$ cat config.mk
export PLATFORM = sky130hd
export DESIGN_NAME = uart_rx_axis
export DESIGN_NICKNAME = d
export VERILOG_FILES = /design/src/rtl/uart_rx_pkg.sv /design/src/rtl/uart_rx_fifo.sv /design/src/rtl/uart_rx_axis.sv
export SDC_FILE = /design/constraint.sdc
export NUM_CORES = 1
export LEC_CHECK = 0
export CAP_MARGIN = 15
export CORE_ASPECT_RATIO = 1.25
export CORE_MARGIN = 3
export CORE_UTILIZATION = 30
export CTS_CLUSTER_DIAMETER = 50
export CTS_CLUSTER_SIZE = 16
export DETAILED_ROUTE_END_ITERATION = 8
export HOLD_SLACK_MARGIN = 0.12
export PLACE_DENSITY = 0.55
export SYNTH_ARGS = -nofsm -noshare
export SYNTH_HDL_FRONTEND = slang
export SYNTH_SLANG_ARGS = --single-unit
$ cat constraint.sdc
create_clock -name clk -period 5.2 [get_ports clk]
set_clock_uncertainty 0.05 [all_clocks]
set_input_delay 1.04 -clock clk [delete_from_list [all_inputs] [get_ports clk]]
set_output_delay 1.04 -clock clk [all_outputs]
set_load 0.01 [all_outputs]
$ cat src/rtl/uart_rx_pkg.sv
// Shared types for the UART-to-AXI-Stream receiver.
// UART_RX_PARITY_EN adds the PARITY state (8E1 frames).
package uart_rx_pkg;

  localparam int DATA_BITS = 8;

`ifdef UART_RX_PARITY_EN
  typedef enum logic [2:0] {
    ST_IDLE   = 3'd0,
    ST_START  = 3'd1,
    ST_DATA   = 3'd2,
    ST_PARITY = 3'd3,
    ST_STOP   = 3'd4
  } rx_state_e;
`else
  typedef enum logic [2:0] {
    ST_IDLE   = 3'd0,
    ST_START  = 3'd1,
    ST_DATA   = 3'd2,
    ST_STOP   = 3'd4
  } rx_state_e;
`endif

  typedef struct packed {
    logic                 last;
    logic [DATA_BITS-1:0] data;
  } rx_entry_t;

  // Even parity: a set result means the data bits plus parity bit have odd weight.
  function automatic logic even_parity_bad(input logic [DATA_BITS-1:0] data,
                                           input logic                 par);
    return ^{data, par};
  endfunction

endpackage

$ cat src/rtl/uart_rx_fifo.sv
// Synchronous FIFO of received entries; a push is accepted while full if a
// pop happens in the same cycle.
module uart_rx_fifo
  import uart_rx_pkg::*;
#(
  parameter int FIFO_DEPTH = 4
) (
  input  logic      clk,
  input  logic      reset,
  input  logic      push_i,
  input  rx_entry_t wdata_i,
  input  logic      pop_i,
  output rx_entry_t rdata_o,
  output logic      full_o,
  output logic      empty_o
);

  localparam int AW = $clog2(FIFO_DEPTH);

  rx_entry_t       mem_q [FIFO_DEPTH];
  logic [AW-1:0]   wr_ptr_q;
  logic [AW-1:0]   rd_ptr_q;
  logic [AW:0]     count_q;
  logic            push_ok_s;
  logic            pop_ok_s;

  assign full_o    = (count_q == (AW+1)'(FIFO_DEPTH));
  assign empty_o   = (count_q == {(AW+1){1'b0}});
  assign pop_ok_s  = pop_i && !empty_o;
  assign push_ok_s = push_i && (!full_o || pop_ok_s);
  assign rdata_o   = mem_q[rd_ptr_q];

  // Storage, pointers and occupancy; pointers wrap naturally (power-of-two depth).
  always_ff @(posedge clk) begin
    if (reset) begin
      for (int i = 0; i < FIFO_DEPTH; i++) begin
        mem_q[i] <= '0;
      end
      wr_ptr_q <= '0;
      rd_ptr_q <= '0;
      count_q  <= '0;
    end else begin
      if (push_ok_s) begin
        mem_q[wr_ptr_q] <= wdata_i;
        wr_ptr_q        <= wr_ptr_q + AW'(1);
      end
      if (pop_ok_s) begin
        rd_ptr_q <= rd_ptr_q + AW'(1);
      end
      case ({push_ok_s, pop_ok_s})
        2'b10:   count_q <= count_q + (AW+1)'(1);
        2'b01:   count_q <= count_q - (AW+1)'(1);
        default: count_q <= count_q;
      endcase
    end
  end

endmodule

$ cat src/rtl/uart_rx_axis.sv
// UART receiver (8N1, or 8E1 with UART_RX_PARITY_EN) feeding an AXI-Stream
// byte stream through a small FIFO.
module uart_rx_axis
  import uart_rx_pkg::*;
#(
  parameter int         CLKS_PER_BIT = 434,
  parameter int         FIFO_DEPTH   = 4,
  parameter logic [7:0] EOP_BYTE     = 8'h0A
) (
  input  logic       clk,
  input  logic       reset,
  input  logic       uart_rx,
  output logic [7:0] m_axis_data,
  output logic       m_axis_valid,
  output logic       m_axis_last,
  input  logic       m_axis_ready,
`ifdef UART_RX_PARITY_EN
  output logic       parity_err,
`endif
  output logic       frame_err,
  output logic       overrun
);

  localparam int HALF = CLKS_PER_BIT / 2;
  localparam int CW   = $clog2(CLKS_PER_BIT);

  rx_state_e             state_q, state_d;
  logic [CW-1:0]         baud_q, baud_d;
  logic [2:0]            bit_q, bit_d;
  logic [DATA_BITS-1:0]  shift_q, shift_d;
  logic                  sync1_q, sync2_q, prev_q;
  logic                  frame_err_q, frame_err_d;
  logic                  overrun_q, overrun_d;
  logic                  tick_s, push_s, pop_s, full_s, empty_s;
  rx_entry_t             wentry_s, rentry_s;
`ifdef UART_RX_PARITY_EN
  logic                  par_bad_q, par_bad_d;
  logic                  parity_err_q, parity_err_d;
  assign parity_err = parity_err_q;
`endif

  assign tick_s        = (baud_q == CW'(CLKS_PER_BIT - 1));
  assign pop_s         = m_axis_valid && m_axis_ready;
  assign wentry_s.last = (shift_q == EOP_BYTE);
  assign wentry_s.data = shift_q;

  // Synchronizer, edge history and FSM registers.
  always_ff @(posedge clk) begin
    if (reset) begin
      sync1_q     <= 1'b1;
      sync2_q     <= 1'b1;
      prev_q      <= 1'b1;
      state_q     <= ST_IDLE;
      baud_q      <= '0;
      bit_q       <= 3'd0;
      shift_q     <= '0;
      frame_err_q <= 1'b0;
      overrun_q   <= 1'b0;
`ifdef UART_RX_PARITY_EN
      par_bad_q    <= 1'b0;
      parity_err_q <= 1'b0;
`endif
    end else begin
      sync1_q     <= uart_rx;
      sync2_q     <= sync1_q;
      prev_q      <= sync2_q;
      state_q     <= state_d;
      baud_q      <= baud_d;
      bit_q       <= bit_d;
      shift_q     <= shift_d;
      frame_err_q <= frame_err_d;
      overrun_q   <= overrun_d;
`ifdef UART_RX_PARITY_EN
      par_bad_q    <= par_bad_d;
      parity_err_q <= parity_err_d;
`endif
    end
  end

  // Next-state logic; the baud counter restarts at every sample point.
  always_comb begin
    state_d     = state_q;
    baud_d      = baud_q + CW'(1);
    bit_d       = bit_q;
    shift_d     = shift_q;
    frame_err_d = 1'b0;
    overrun_d   = 1'b0;
    push_s      = 1'b0;
`ifdef UART_RX_PARITY_EN
    par_bad_d    = par_bad_q;
    parity_err_d = 1'b0;
`endif
    case (state_q)
      ST_IDLE: begin
        baud_d = '0;
        // Only a falling edge starts a frame, so a line stuck low stays idle.
        if (prev_q && !sync2_q) begin
          state_d = ST_START;
        end else begin
          state_d = ST_IDLE;
        end
      end
      ST_START: begin
        if (baud_q == CW'(HALF - 1)) begin
          baud_d  = '0;
          bit_d   = 3'd0;
          state_d = sync2_q ? ST_IDLE : ST_DATA;
        end else begin
          state_d = ST_START;
        end
      end
      ST_DATA: begin
        if (tick_s) begin
          baud_d  = '0;
          shift_d = {sync2_q, shift_q[DATA_BITS-1:1]};
          bit_d   = bit_q + 3'd1;
          if (bit_q == 3'd7) begin
`ifdef UART_RX_PARITY_EN
            state_d = ST_PARITY;
`else
            state_d = ST_STOP;
`endif
          end else begin
            state_d = ST_DATA;
          end
        end else begin
          state_d = ST_DATA;
        end
      end
`ifdef UART_RX_PARITY_EN
      ST_PARITY: begin
        if (tick_s) begin
          baud_d    = '0;
          par_bad_d = even_parity_bad(shift_q, sync2_q);
          state_d   = ST_STOP;
        end else begin
          state_d = ST_PARITY;
        end
      end
`endif
      ST_STOP: begin
        if (tick_s) begin
          baud_d  = '0;
          state_d = ST_IDLE;
          if (!sync2_q) begin
            frame_err_d = 1'b1;
`ifdef UART_RX_PARITY_EN
          end else if (par_bad_q) begin
            parity_err_d = 1'b1;
`endif
          end else if (full_s && !pop_s) begin
            overrun_d = 1'b1;
          end else begin
            push_s = 1'b1;
          end
        end else begin
          state_d = ST_STOP;
        end
      end
      default: begin
        state_d = ST_IDLE;
      end
    endcase
  end

  uart_rx_fifo #(
    .FIFO_DEPTH(FIFO_DEPTH)
  ) u_fifo (
    .clk     (clk),
    .reset   (reset),
    .push_i  (push_s),
    .wdata_i (wentry_s),
    .pop_i   (pop_s),
    .rdata_o (rentry_s),
    .full_o  (full_s),
    .empty_o (empty_s)
  );

  assign m_axis_valid = !empty_s;
  assign m_axis_data  = rentry_s.data;
  assign m_axis_last  = rentry_s.last;
  assign frame_err    = frame_err_q;
  assign overrun      = overrun_q;

endmodule
After elaboration in Yosys (flattened, before gate mapping) --
Memory sizes are Yosys's and may differ from the RTL's. A register that Yosys moved wholly into a read port is not among the register bits. Index checks and enable logic that the tools add are counted.
Word-level totals: RAM bits 36, logic and storage cells 84, output and inout bits 12, memories kept 1, register bits after elaboration 35, bits in latches 0, memory bits (read-only) 0, input bits 4
Memory list:
- u_fifo.mem_q | depth 4, bits a word 9, rd ports 1, clocked after memory_dff 1, wr ports 4, line uart_rx_fifo.sv:20 | rx_entry_t mem_q [FIFO_DEPTH];
Operators by class: multipliers 0, $lt $le $gt $ge 0, multiplexer cells 30, reduce and logical (&&, ||, !) cells 20, div/mod/pow operators 0, equal/unequal tests 12, shift-type cells 0, bitwise gates (word level) 3, add/subtract/negate cells 6
Operators by type and width (count):
- 9-bit two-way mux | 3
- 9-bit one-hot mux with 3 select lines | 1
- 3-bit two-way mux | 5
- 1-bit two-way mux | 13
- 3-bit one-hot mux with 2 select lines | 2
- 3-bit one-hot mux with 4 select lines | 1
- 2-bit two-way mux | 5
- 9-bit by 1-bit adder with 9-bit output, second input constant | 1
- 3-bit equality test, second input constant | 3
- 9-bit by 8-bit equality test with 1-bit output, second input constant | 1
- 9-bit equality test, second input constant | 1
- 9-bit OR reduction | 1
- 8-bit by 4-bit equality test with 1-bit output, second input constant | 1
- 3-bit by 1-bit adder with 3-bit output, second input constant | 2
- 3-bit zero test | 2
- 1-bit logical AND | 5
- 2-bit by 1-bit adder with 2-bit output, second input constant | 2
- 1-bit zero test | 4
- 2-bit inequality test, second input constant | 2
- 2-bit nonzero test | 2
- 4-bit OR reduction | 1
- 3-bit by 1-bit equality test with 1-bit output, second input constant | 1
- 3-bit by 2-bit equality test with 1-bit output, second input constant | 1
- 1-bit NOT | 3
- 8 further kinds | 8

Longest topological paths before layout --
depth after elaboration 15, depth in mapped cells 10

Modules after synthesis --
A second synthesis with hierarchy kept.
Second synthesis, totals: cell total of the unflattened synthesis 273, area, all modules 3263.1 sq um
By module, submodules not included:
- uart_rx_fifo | instances 1, area each 2016.9 sq um, sequential area each 1261.2 sq um, cells an instance 140
- uart_rx_axis | instances 1, area each 1246.2 sq um, sequential area each 560.5 sq um, cells an instance 133

Least setup slack after synthesis --
OpenSTA, ideal clock, no wires.
kind input -> register, start point input port m_axis_ready, end point register u_fifo.count_q[2], stages on the path 9, path slack 2.152 ns, data required time 5.079 ns, buffers on the path 0, library setup time 0.071 ns, arrival time 2.927 ns, path through nor4b_2 > nand3b_2 > or4_1 > ha_1 > inv_1 > fa_1 > xor2_1 > or3_1 > a21oi_1
On the way: word-level cells in the longest chain between the ends 10, elaborated cells between the ends (all ways) 14, classes of those cells 2 x eq/ne; 5 x mux; 7 x reduce/logical
RTL lines:
- from (decl) | line uart_rx_axis.sv:16 | input logic m_axis_ready,
- 1-bit logical AND (*) | line uart_rx_axis.sv:43 | assign pop_s = m_axis_valid && m_axis_ready;
- 1-bit zero test | line uart_rx_axis.sv:151 | end else if (full_s && !pop_s) begin
- 1-bit logical AND | line uart_rx_axis.sv:151
- 1-bit two-way mux | line uart_rx_axis.sv:151
- 1-bit two-way mux | line uart_rx_axis.sv:145 | if (!sync2_q) begin
- 1-bit two-way mux | line uart_rx_axis.sv:142 | if (tick_s) begin
- 1-bit two-way mux | line uart_rx_axis.sv:93 | case (state_q)
- 1-bit logical AND | line uart_rx_fifo.sv:30 | assign push_ok_s = push_i && (!full_o || pop_ok_s);
- 2-bit by 1-bit equality test with 1-bit output or 2-bit equality test (tied branches) | line uart_rx_fifo.sv:50 | case ({push_ok_s, pop_ok_s})
- 3-bit one-hot mux with 2 select lines or 2-bit nonzero test (tied branches)
- to (signal assigned) | line uart_rx_fifo.sv:51 | 2'b10: count_q <= count_q + (AW+1)'(1);
- to (signal assigned) | line uart_rx_fifo.sv:52 | 2'b01: count_q <= count_q - (AW+1)'(1);
- to (signal assigned) | line uart_rx_fifo.sv:53 | default: count_q <= count_q;
- to (decl) | line uart_rx_fifo.sv:23 | logic [AW:0] count_q;
Every way passes the cells marked *; elsewhere a longest branch is shown, timed or not. A chain may end at the register's enable or synchronous reset.

Final worst setup path --
Same ends and word-level chain as after synthesis.

==> results.sh <==
export IMPL_r2r_slack_ns=2.50
export IMPL_wl_per_cell_um=13.99
export IMPL_grt_ovfl_total=0
export IMPL_fp_dieH_um=123.7
export IMPL_viasPerCell=4.709
export IMPL_clock_latency_ns=0.33
export IMPL_numPortBuffers=15
export IMPL_grt_pass1_vias=2066
export IMPL_post_route_drc_count=0
export IMPL_boundaryPins=16
export IMPL_yosysWarnings=0
export IMPL_power_density_nw_per_um2=322.7
export IMPL_holdCritStartpoint="sync1_q$_SDFF_PP1_"
export IMPL_status="completed"
export IMPL_cp_max_fo=4
export IMPL_syn_area_um2=3322
export IMPL_vias=2039
export IMPL_critPathRequiredTime_ns=5.41
export IMPL_r2r_end="u_fifo.count_q[2]$_SDFFE_PP0P_"
export IMPL_layout_drive_gt1_share_pct=14.95
export IMPL_cap_violations=0
export IMPL_clk_pin_slew_ns=0.06
export IMPL_r2r_start="baud_q[4]$_SDFF_PP0_"
export IMPL_drt_first_pass_iters=4
export IMPL_num_antenna_cells=0
export IMPL_reg2regPathDepth=9
export IMPL_rows=42
export IMPL_htree_levels=3
export IMPL_start_kind="input pin"
export IMPL_synth_enable_flop_cells=36
export IMPL_holdPathEnd="sync2_q$_SDFF_PP1_"
export IMPL_clock_sinks=73
export IMPL_slew_headroom_pct=51.41
export IMPL_grt_total_usage_pct=10.94
export IMPL_rsz0062_at_grt="false"
export IMPL_setup_viol=0
export IMPL_async_flop_share_pct=0
export IMPL_fin_tns_setup_ns=0
export IMPL_die_w_um=100.1
export IMPL_dieArea_um2=12380
export IMPL_layout_common_cells="37 x dfxtp_1, 36 x and2_1, 36 x edfxtp_1, 24 x nor2_1, 22 x nand2_1"
export IMPL_gp_congestion=0.6836
export IMPL_syn_inst=281
export IMPL_syn_avg_cell_area_um2=11.82
export IMPL_finalCritPeriodShare_pct=64.31
export IMPL_final_util_pct=36.19
export IMPL_synth_cell_types=51
export IMPL_drt_iter0_drc=92
export IMPL_cts_resized=0
export IMPL_initial_core_util_pct=30.99
export IMPL_hold_violations=0
export IMPL_layout_min_cycle_time_ns=3.344
export IMPL_dpl_hpwl_um=4200
export IMPL_max_freq_mhz=299.0
export IMPL_grt_max_degree=33
export IMPL_path_class="in2reg"
export IMPL_hp_class="reg2reg"
export IMPL_ant_nets=0
export IMPL_syn_num_nets=292
export IMPL_fp_coreArea_um2=10720
export IMPL_ctsHoldBuffers=0
export IMPL_clockBufferDepth=2
export IMPL_antenna_found_initial=0
export IMPL_min_delay_path_depth=1
export IMPL_drt_wl_total_um=6057
export IMPL_p_leak_nw=1.229
export IMPL_cts_tree="built"
export IMPL_cp_end_kind="flip-flop"
export IMPL_cts_made_buffers=9
export IMPL_peakVddDrop_v=0.0001733
export IMPL_nNetsFinal=308
export IMPL_arrival_ns=3.55
export IMPL_seq_area_frac_synth_pct=54.84
export IMPL_post_cts_setup_buffers=0
export IMPL_layout_commonest_cell="dfxtp_1"
export IMPL_synth_seq_cells=73
export IMPL_ys_flop_type="dfxtp_1"
export IMPL_cts_root_buf="clkbuf_16"
export IMPL_slew_violations=0
export IMPL_grt_pass1_wl_um=10420
export IMPL_tightestPinTransition_ns=0.7222
export IMPL_syn_to_final_growth_pct=16.80
==> worst max-delay path, cell delays in order <==
cell and delay (ns):
clkdlybuf4s50_1 0.44, nor4b_2 0.39, nand3b_2 0.31, or4_1 0.16, ha_1 0.17, inv_1 0.06
fa_1 0.37, xor2_1 0.16, or3_1 0.30, a21oi_1 0.15
==> registers in the layout (all words and copies together) (netlist names), 2 cells and up, named ones only <==
| signal | count |
|---|---|
| u_fifo.wr_ptr_q | 2 |
| u_fifo.mem_q | 36 |
| u_fifo.count_q | 3 |
| shift_q | 8 |
| bit_q | 3 |
| baud_q | 9 |
| u_fifo.rd_ptr_q | 2 |
| state_q | 3 |
==> synthesized netlist by cell type (3+ instances only) <==
master    instances  area [µm²]
ha_1              6       75.07
and2_1           36       225.2
clkbuf_1          5       18.77
nor3_1            3       15.01
a21oi_1          12       60.06
inv_1            12       45.04
nand3_1           8       40.04
nor4_1            3       18.77
edfxtp_1         36        1081
dfxtp_1          37       740.7
xor2_1            5       43.79
xnor2_1           7       61.31
nand2_1          22       82.58
mux4_2            9       202.7
or2_2             6       37.54
nor2_1           24       90.09
buf_2             4       20.02
==> worst max path at each step <==
stage                       from                              to  slack (ns)
global placement    m_axis_ready  u_fifo.count_q[2]$_SDFFE_PP0P_        1.60
detailed placement  m_axis_ready  u_fifo.count_q[2]$_SDFFE_PP0P_        1.50
global route        m_axis_ready  u_fifo.count_q[2]$_SDFFE_PP0P_        1.72
CTS                 m_axis_ready  u_fifo.count_q[2]$_SDFFE_PP0P_        1.86
finish              m_axis_ready  u_fifo.count_q[2]$_SDFFE_PP0P_        1.86
floorplan           m_axis_ready  u_fifo.count_q[2]$_SDFFE_PP0P_        2.15
==> per-layer routing <==
| layer | wire [µm] | GRT usage (%) | up-vias |
|---|---|---|---|
| li1 | - | - | 1034 |
| met2 | 2994 | 17.74 | 17 |
| met4 | 148 | 6.150 | 0 |
| met3 | 131 | 2.801 | 10 |
| met1 | 2783 | 13.20 | 978 |
| met5 | 0 | 0 | - |
==> power breakdown <==
part	internal [mW]	switching [mW]	leakage (nW)
sequential	0.618	0.00687	0.640
combinational	0.0164	0.0159	0.460
clock	0.365	0.230	0.129
==> final cells by class <==
class                   instances  area, µm²
fillers                      1080       6840
well taps                     132      165.2
repair buffers                 16      157.7
clock inverters                 6      60.06
multi-input cells             185       1405
inverters                      12      45.04
clock buffers                   9      225.2
flip-flops and latches         73       1822
==> per-stage QoR <==
step | cell area (µm²) | hold WS, ns | total power, mW | setup WS, ns | std cells
finish | 3880 | 0.3563 | 1.252 | 1.856 | 433
global route | 3880 | 0.3721 | 1.298 | 1.717 | 433
floorplan | 3322 | 0.3395 | 0.6532 | 2.152 | 281
detailed placement | 3595 | 0.3436 | 0.6705 | 1.497 | 418
global placement | 3595 | 0.3420 | 0.6694 | 1.604 | 418
CTS | 3880 | 0.3567 | 1.271 | 1.857 | 433
==> logic make-up after synthesis <==
family	after synthesis	synth area share, %
buf+inv	23	2.862
xor+xnor	12	3.164
mux	9	6.102
simple gates	129	24.26
compound gates	27	5.613
fa+ha+maj	8	3.164
flops	73	54.84
Note: power is estimated with default switching activity, not from simulation.
